**src/rtl/job_rr_scheduler_pkg.sv**
```systemverilog
// Shared types and helpers for the round-robin engine scheduler.
package job_rr_scheduler_pkg;

  typedef enum logic [1:0] {
    S_IDLE  = 2'd0,
    S_START = 2'd1,
    S_WAIT  = 2'd2,
    S_DONE  = 2'd3
  } sched_state_e;

  // Width of a requester index; a single requester still gets a 1-bit index.
  function automatic int idx_width(input int n);
    return (n > 1) ? $clog2(n) : 1;
  endfunction

endpackage

```
**src/rtl/job_rr_scheduler_if.sv**
```systemverilog
// Client/engine-facing bundle of the scheduler.
// The master side is the scheduler; the slave side is the clients plus the engine.
interface job_rr_scheduler_if #(
  parameter int N_REQ = 4
);
  import job_rr_scheduler_pkg::*;

  localparam int IDXW = idx_width(N_REQ);

  logic [N_REQ-1:0] req_i;
  logic [N_REQ-1:0] gnt_o;
  logic [N_REQ-1:0] done_o;
  logic             err_o;
  logic [IDXW-1:0]  owner_o;
  logic             eng_start_o;
  logic             eng_busy_i;
  logic             eng_done_i;

  modport master (
    input  req_i, eng_busy_i, eng_done_i,
    output gnt_o, done_o, err_o, owner_o, eng_start_o
  );

  modport slave (
    output req_i, eng_busy_i, eng_done_i,
    input  gnt_o, done_o, err_o, owner_o, eng_start_o
  );

endinterface

```
**src/rtl/job_rr_scheduler_rr_pick.sv**
```systemverilog
// Round-robin picker: first set request at or after ptr, wrapping around.
// The request vector is doubled and the lower copy masked below ptr, so a plain
// lowest-bit priority scan yields the round-robin winner.
module rr_pick
  import job_rr_scheduler_pkg::*;
#(
  parameter int N_REQ = 4,
  parameter int IDXW  = idx_width(N_REQ)
) (
  input  logic [N_REQ-1:0] req_i,
  input  logic [IDXW-1:0]  ptr_i,
  output logic             valid_o,
  output logic [IDXW-1:0]  idx_o
);

  logic [2*N_REQ-1:0] dbl;
  logic               found;

  genvar gi;
  generate
    for (gi = 0; gi < 2 * N_REQ; gi++) begin : g_mask
      if (gi < N_REQ) begin : g_lo
        assign dbl[gi] = req_i[gi] & (IDXW'(gi) >= ptr_i);
      end else begin : g_hi
        assign dbl[gi] = req_i[gi-N_REQ];
      end
    end
  endgenerate

  assign valid_o = |req_i;

  // Lowest set bit of the doubled vector, folded back into a requester index.
  always_comb begin
    idx_o = '0;
    found = 1'b0;
    for (int i = 0; i < 2 * N_REQ; i++) begin
      if (!found && dbl[i]) begin
        found = 1'b1;
        idx_o = (i >= N_REQ) ? IDXW'(i - N_REQ) : IDXW'(i);
      end
    end
  end

endmodule

```
**src/rtl/job_rr_scheduler.sv**
```systemverilog
// Shares one timed engine among N_REQ requesters in round-robin order, forwards
// the engine's done pulse to the owner, and aborts jobs that exceed the watchdog.
module job_rr_scheduler
  import job_rr_scheduler_pkg::*;
#(
  parameter int N_REQ          = 4,
  parameter int TIMEOUT_CYCLES = 16
) (
  input  logic               clk_i,
  input  logic               rst_ni,
  job_rr_scheduler_if.master bus
);

  localparam int IDXW = idx_width(N_REQ);
  localparam int TW   = $clog2(TIMEOUT_CYCLES + 1);
  localparam logic [TW-1:0]   TMO_LAST = TW'(TIMEOUT_CYCLES - 1);
  localparam logic [IDXW-1:0] LAST_IDX = IDXW'(N_REQ - 1);

  generate
    if (N_REQ < 1) begin : g_bad_nreq
      $error("job_rr_scheduler: N_REQ must be >= 1");
    end
    if (TIMEOUT_CYCLES < 2) begin : g_bad_tmo
      $error("job_rr_scheduler: TIMEOUT_CYCLES must be >= 2");
    end
  endgenerate

  sched_state_e     state_q, state_d;
  logic [IDXW-1:0]  ptr_q, ptr_d;
  logic [IDXW-1:0]  owner_q, owner_d;
  logic [TW-1:0]    timer_q, timer_d;
  logic             err_flag_q, err_flag_d;
  logic [N_REQ-1:0] gnt_q, gnt_d;
  logic [N_REQ-1:0] done_q, done_d;
  logic             err_q, err_d;
  logic             start_q, start_d;

  logic             pick_valid;
  logic [IDXW-1:0]  pick_idx;

  // Engine busy is informational only; kept visible so the bundle stays complete.
  logic unused_busy;
  assign unused_busy = bus.eng_busy_i;

  rr_pick #(.N_REQ(N_REQ), .IDXW(IDXW)) u_pick (
    .req_i  (bus.req_i),
    .ptr_i  (ptr_q),
    .valid_o(pick_valid),
    .idx_o  (pick_idx)
  );

  function automatic logic [N_REQ-1:0] onehot(input logic [IDXW-1:0] i);
    return N_REQ'(1) << i;
  endfunction

  // Next state plus the outputs that belong to the state being entered, so the
  // registered outputs line up exactly with the state they describe.
  always_comb begin
    state_d    = state_q;
    ptr_d      = ptr_q;
    owner_d    = owner_q;
    timer_d    = timer_q;
    err_flag_d = err_flag_q;
    gnt_d      = '0;
    done_d     = '0;
    err_d      = 1'b0;
    start_d    = 1'b0;
    case (state_q)
      S_IDLE: begin
        if (pick_valid) begin
          owner_d = pick_idx;
          state_d = S_START;
          start_d = 1'b1;
          gnt_d   = onehot(pick_idx);
        end
      end
      S_START: begin
        timer_d = '0;
        state_d = S_WAIT;
        gnt_d   = onehot(owner_q);
      end
      S_WAIT: begin
        gnt_d = onehot(owner_q);
        if (bus.eng_done_i) begin
          // A done arriving on the timeout cycle still counts as success.
          state_d    = S_DONE;
          err_flag_d = 1'b0;
          done_d     = onehot(owner_q);
        end else if (timer_q == TMO_LAST) begin
          state_d    = S_DONE;
          err_flag_d = 1'b1;
          err_d      = 1'b1;
          done_d     = onehot(owner_q);
        end else begin
          timer_d = timer_q + TW'(1);
        end
      end
      S_DONE: begin
        ptr_d   = (owner_q == LAST_IDX) ? '0 : owner_q + IDXW'(1);
        state_d = S_IDLE;
      end
      default: begin
        state_d = S_IDLE;
        timer_d = '0;
      end
    endcase
  end

  // State, bookkeeping and output registers; reset clears outputs immediately.
  always_ff @(posedge clk_i or negedge rst_ni) begin
    if (!rst_ni) begin
      state_q    <= S_IDLE;
      ptr_q      <= '0;
      owner_q    <= '0;
      timer_q    <= '0;
      err_flag_q <= 1'b0;
      gnt_q      <= '0;
      done_q     <= '0;
      err_q      <= 1'b0;
      start_q    <= 1'b0;
    end else begin
      state_q    <= state_d;
      ptr_q      <= ptr_d;
      owner_q    <= owner_d;
      timer_q    <= timer_d;
      err_flag_q <= err_flag_d;
      gnt_q      <= gnt_d;
      done_q     <= done_d;
      err_q      <= err_d;
      start_q    <= start_d;
    end
  end

  assign bus.gnt_o       = gnt_q;
  assign bus.done_o      = done_q;
  assign bus.err_o       = err_q;
  assign bus.owner_o     = owner_q;
  assign bus.eng_start_o = start_q;

endmodule

```
**src/flat_wrapper.sv**
```systemverilog
// flat-port wrapper written by rule: the top's interface ports become plain ports
module job_rr_scheduler_flat import job_rr_scheduler_pkg::*;
#(
  parameter int N_REQ          = 4,
  parameter int TIMEOUT_CYCLES = 16
)
  (clk_i, rst_ni, bus_req_i, bus_eng_busy_i, bus_eng_done_i, bus_gnt_o, bus_done_o, bus_err_o, bus_owner_o, bus_eng_start_o);
  job_rr_scheduler_if #(.N_REQ(N_REQ)) bus_i ();
  input  logic clk_i;
  input  logic rst_ni;
  input wire logic [$bits(bus_i.req_i)-1:0] bus_req_i;
  input wire logic [$bits(bus_i.eng_busy_i)-1:0] bus_eng_busy_i;
  input wire logic [$bits(bus_i.eng_done_i)-1:0] bus_eng_done_i;
  output wire logic [$bits(bus_i.gnt_o)-1:0] bus_gnt_o;
  output wire logic [$bits(bus_i.done_o)-1:0] bus_done_o;
  output wire logic [$bits(bus_i.err_o)-1:0] bus_err_o;
  output wire logic [$bits(bus_i.owner_o)-1:0] bus_owner_o;
  output wire logic [$bits(bus_i.eng_start_o)-1:0] bus_eng_start_o;
  assign bus_i.req_i = bus_req_i;
  assign bus_i.eng_busy_i = bus_eng_busy_i;
  assign bus_i.eng_done_i = bus_eng_done_i;
  assign bus_gnt_o = bus_i.gnt_o;
  assign bus_done_o = bus_i.done_o;
  assign bus_err_o = bus_i.err_o;
  assign bus_owner_o = bus_i.owner_o;
  assign bus_eng_start_o = bus_i.eng_start_o;
  job_rr_scheduler #(.N_REQ(N_REQ), .TIMEOUT_CYCLES(TIMEOUT_CYCLES)) u_core (.clk_i(clk_i), .rst_ni(rst_ni), .bus(bus_i));
endmodule
```
**config.mk**
```make
export PLATFORM = sky130hd
export DESIGN_NAME = job_rr_scheduler_flat
export DESIGN_NICKNAME = d
export VERILOG_FILES = /design/src/rtl/job_rr_scheduler_pkg.sv /design/src/rtl/job_rr_scheduler_if.sv /design/src/rtl/job_rr_scheduler_rr_pick.sv /design/src/rtl/job_rr_scheduler.sv /design/src/flat_wrapper.sv
export SDC_FILE = /design/constraint.sdc
export NUM_CORES = 1
export LEC_CHECK = 0
export CORE_ASPECT_RATIO = 0.9
export CORE_MARGIN = 1.5
export CORE_UTILIZATION = 46
export DETAILED_ROUTE_END_ITERATION = 16
export GPL_TIMING_DRIVEN = 0
export PLACE_DENSITY_LB_ADDON = 0.3
export SYNTH_ARGS = -nofsm -noshare
export SYNTH_HDL_FRONTEND = slang
export SYNTH_SLANG_ARGS = --single-unit
```
**constraint.sdc**
```tcl
create_clock -name clk_i -period 1.6 [get_ports clk_i]
set_input_delay 0.48 -clock clk_i [delete_from_list [all_inputs] [get_ports clk_i]]
set_output_delay 0.48 -clock clk_i [all_outputs]
set_load 0.05 [all_outputs]
```
After elaboration in Yosys (flattened, before gate mapping)
Index checks and enable logic that the tools add are counted.
Word-level totals
  bits in registers: 21
  bits of input ports: 8
  output and inout port bits: 12
  word-level logic and storage cells: 82
Operators by class
  add/subtract/negate cells: 2
  magnitude comparators: 4
  equality and inequality tests: 9
  shift operators: 2
  mux-type cells: 32
  bitwise operators: 4
  reductions and logical operators: 21
Operators with widths (count)
  $mux W2: 10
  $mux W4: 4
  $mux W1: 13
  $mux W5: 2
  $pmux W5 S2: 1
  $pmux W2 S4: 1
  $pmux W4 S2: 1
  $shl A1 B2 Y4 const A: 2
  $logic_and A1 B1 Y1: 7
  $logic_not A1 Y1: 7
  $eq A2 B2 Y1 const B: 3
  $add A5 B1 Y5 const B: 1
  $eq A5 B4 Y1 const B: 1
  $and A1 B1 Y1: 4
  $ge A1 B2 Y1 const A: 2
  $ge A2 B2 Y1 const A: 2
  $ne A2 B2 Y1 const B: 2
  $reduce_and A2 Y1: 2
  $reduce_or A4 Y1: 1
  $ne A3 B2 Y1 const B: 1
  $reduce_and A3 Y1: 1
  $add A2 B1 Y2 const B: 1
  $eq A2 B1 Y1 const B: 1
  $logic_not A2 Y1: 1
  other kinds (3): 3

Longest topological paths before layout
  word-level depth: 27
  depth in mapped cells: 7
  gate-level depth less buffers: 7

Modules after synthesis
A second synthesis with hierarchy kept.
Unflattened totals
  cell total of the unflattened synthesis: 98
  area, all modules: 1054.8 µm²
Modules (own cells, without submodules)
  job_rr_scheduler: times used 1, cells each 86, area each 980.9 µm², seq. area each 525.5 µm²
  rr_pick: times used 1, cells each 12, area each 73.8 µm², seq. area each 0.0 µm²

Least setup slack after synthesis
No wires, ideal clock.
  kind: register to register
  start point: register u_core.timer_q[0]
  end point: register u_core.timer_q[3]
  setup time: 0.121 ns
  arrival time: 1.572 ns
  required time: 1.479 ns
  path slack: -0.093 ns
  stages on the path, launching flop included: 8
  path buffers: 0
  period minus slack after synthesis: 1.693 ns
  cell sequence: dfrtp_1 > ha_1 > and3_1 > ha_1 > nor3b_2 > nand4_1 > xor2_1 > nor2_1
Between the ends
  word-level cells in the longest chain between the ends: 4
  elaborated cells between the ends (all ways): 7
  classes of those cells: add/sub (1); eq/ne (2); mux (3); reduce/logical (1)
RTL lines
  start: declaration: line job_rr_scheduler.sv:31  | logic [TW-1:0] timer_q, timer_d;
  start signal: assignment: line job_rr_scheduler.sv:125  | timer_q <= timer_d;
  $add A5 B1 Y5: line job_rr_scheduler.sv:95  | timer_d = timer_q + TW'(1);
  $mux W5: line job_rr_scheduler.sv:89  | end else if (timer_q == TMO_LAST) begin
  $mux W5: line job_rr_scheduler.sv:84  | if (bus.eng_done_i) begin
  $pmux W5 S2: line job_rr_scheduler.sv:68  | case (state_q)
Parallel ways exist; a longest one is shown, timed or not. The select of a mux whose other input is x is not followed.
A chain may end at the register's enable or synchronous reset.

Worst setup path after layout
  start point: register u_core.timer_q[1]
  end point: register u_core.state_q[0]
Between the ends
  word-level cells in the longest chain between the ends: 3
RTL lines
  $eq A5 B4 Y1: line job_rr_scheduler.sv:89
  $ne A3 B2 Y1 (no source line)
  $reduce_and A2 Y1 (no source line)
  end signal: assignment: line job_rr_scheduler.sv:122  | state_q <= state_d;
  end: declaration: line job_rr_scheduler.sv:28  | sched_state_e state_q, state_d;
No other way between the ends.

==> flow_summary.ini <==
[critical_path]
timing_worst_setup_path_type = register to register
path_cells = ha_2, and3_4, ha_4, nor3b_4, buf_4, a31oi_2, o22a_1
cp_slowest_stage_delay_ns = 0.41
cp-end-kind = register
start_kind = register
critPathTopFamily = simple AND/OR/NAND/NOR gates
cp_num_buf_inv = 1
crit_arrival_ns = 1.89
cp_slowest_cell = dfrtp_1
worstPathRequired_ns = 1.80
path_max_fanout = 5

[timing]
rsz0062_at_grt = true
maxSlewHeadroom_pct = 40.9
max_freq_ghz = 0.590
drv_slew = 0
period_needed_ns = 1.70
finalClockSkew_ns = 0.00170
fin_ws_ns = -0.0955
worstMarginPinSlew_ns = 0.883
setup-tns-final_ns = -0.299
period_share_pct = 106
setup_viol = 4
hold_violations = 0

[job]
maxCapViolations = 0

[logic_synthesis]
ys_types = 32
syn_inst = 107
avgSynthCellArea_um2 = 10.5
synth_top_area_cell = dfrtp_1
netlist_top_cells_area = dfrtp_1 47%, ha_1 11%, nand2_1 3.7%
ys_seq_area_share_pct = 46.8
ys_ff_latch = 21
yosysTopAreaCellShare_pct = 46.8
yosysWarnings = 0
synthesis.nets = 125
syn_area_um2 = 1120

[placed_design]
dp_hpwl_mm = 1.54
gp_congestion = 0.782
dp_cells = 152
io_buffers = 18
dp_slack_ns = -0.541

[die]
std_cell_rows = 16
core_um2 = 2240
dieArea_um2 = 2750
die_w_um = 55.1
initial_utilization_pct = 50.1
io_pins = 20
die_y_um = 49.9

[pwr]
peakVddDrop_mv = 1.27
p_leak_nw = 0.677
total_power_mw = 2.50
cellPowerDensity_nw_per_um2 = 1720

[status]
outcome = complete, but fails checks
violations = negative setup slack

[detailed_routing]
wl_per_cell_um = 13.1
first_iter_violations = 7
via_per_inst = 5.24
dr.pass1.iters = 2
routed-via-count = 833
postRouteAntennaNets = 0
drt-total-wl_mm = 2.09
drc = 0

[grt]
grt_pass1_vias = 788
grt_max_degree = 22
grt_overflow_total = 0
antenna_found_initial = 0
gr-usage-all-layers_pct = 17.7
grt_pass1_wl_mm = 3.55

[clock_tree]
cts_tree = done
clockRootBuffer = clkbuf_4
cts_buffers = 3
clk_pin_slew_ns = 0.11
htree_levels = 1
cts_sinks = 21
postCtsHoldBufs = 0
clockBufferDepth = 2
clk_latency_ns = 0.30

[hold_path]
min_path_type = register to register

[final_layout]
post-route-util_pct = 65.0
drive_gt1_share_pct = 25.8
n_antenna_cell = 0
layout_common_cells = 21 x dfrtp_1, 11 x nand2_1, 10 x clkdlybuf4s15_2
final_nets = 151
stdcell_count = 159
final_common_cell = dfrtp_1
syn2layout_area_growth_pct = 29.6
-- sequential cells by signal, summed over array words and instances (netlist names) --
signal and count:
u_core.bus.done_o 4, u_core.bus.eng_start_o 1, u_core.bus.err_o 1, u_core.bus.gnt_o 4
u_core.bus.owner_o 2, u_core.ptr_q 2, u_core.state_q 2, u_core.timer_q 5
-- cell families after synthesis --
group           count (synthesis)  synth area share (%)
simple gates                   38                  18.6
xor+xnor                        3                  2.34
buf+inv                        10                  4.01
compound gates                 22                  14.3
mux                             3                  2.90
flops                          21                  46.8
fa+ha+maj                      10                  11.1
-- path summary, 6_finish.rpt --
kind / cells past startpoint / from / to / slack, ns
setup / recovery: 7 / u_core.timer_q[1] / u_core.state_q[0] / -0.1
hold / removal: 2 / u_core.timer_q[4] / u_core.timer_q[4] / 0.54
setup reg to reg: 7 / u_core.timer_q[1] / u_core.state_q[0] / -0.1
hold reg to reg: 2 / u_core.timer_q[4] / u_core.timer_q[4] / 0.54
max in group asynchronous: 1 / rst_ni / u_core.ptr_q[0] / 0.40
min in group asynchronous: 1 / rst_ni / u_core.bus.err_o / 0.67
-- report_power, final --
part	total (mW)	internal, mW	switching, mW	leakage (nW)
sequential	0.812	0.692	0.120	0.276
combinational	1.44	0.582	0.856	0.383
clock	0.250	0.0932	0.157	0.0177
total	2.50	1.37	1.13	0.677
-- worst min-delay path, stage by stage, from the launching register on --
cell and delay [ns]:
dfrtp_1 0.38, nand3_1 0.07, o21ai_0 0.07
-- Yosys cell counts --
master	n
a41oi_1	1
nor2_1	6
o21ai_0	7
a21oi_1	4
o41ai_2	2
dfrtp_1	21
mux2i_1	1
o32ai_1	1
nand3b_1	3
o41ai_1	1
nand3_1	1
o21bai_1	2
a21o_2	1
nand2_1	11
nor3_1	2
nand2b_1	4
and2_1	4
buf_6	1
o31ai_1	1
and3_1	1
nor3b_2	1
or3_4	1
nor2b_1	2
ha_1	10
xor2_1	3
o22a_1	1
nand4_1	1
and3b_1	1
a31oi_1	1
mux2_2	2
inv_1	8
clkbuf_1	1
-- through the flow --
step / instance area (µm²) / hold slack, ns
3_5_place_dp: 1350 / 0.523
6_report: 1460 / 0.544
3_3_place_gp: 1350 / 0.498
4_1_cts: 1430 / 0.550
5_1_grt: 1460 / 0.601
2_1_floorplan: 1130 / 0.184
-- metal layers --
metal / GRT usage, % / routed length (µm) / up-vias
met4: 5.69 / 12 / 0
met1: 24.0 / 1020 / 392
met2: 26.2 / 941 / 20
met5: 0 / 0 / -
li1: - / - / 419
met3: 6.06 / 109 / 2
-- area by class of cell --
class | instances | area, µm²
Fill cell | 174 | 786
Multi-Input combinational cell | 76 | 618
Sequential cell | 21 | 526
Timing Repair Buffer | 22 | 210
Tap cell | 27 | 33.8
Inverter | 8 | 30.0
Clock buffer | 3 | 22.5
Buffer | 1 | 11.3
Clock inverter | 1 | 5.00
-- what timing repair did --
| action | in CTS | in global routing |
|---|---|---|
| cloned | 0 | 0 |
| gates resized for setup | 48 | 4 |
| pin swaps | 7 | 2 |
| setup endpoints to repair | 29 | 12 |
| hold endpoints to repair | 0 | 0 |
| buffers inserted | 3 | 1 |
(Power assumes the default switching activity.)
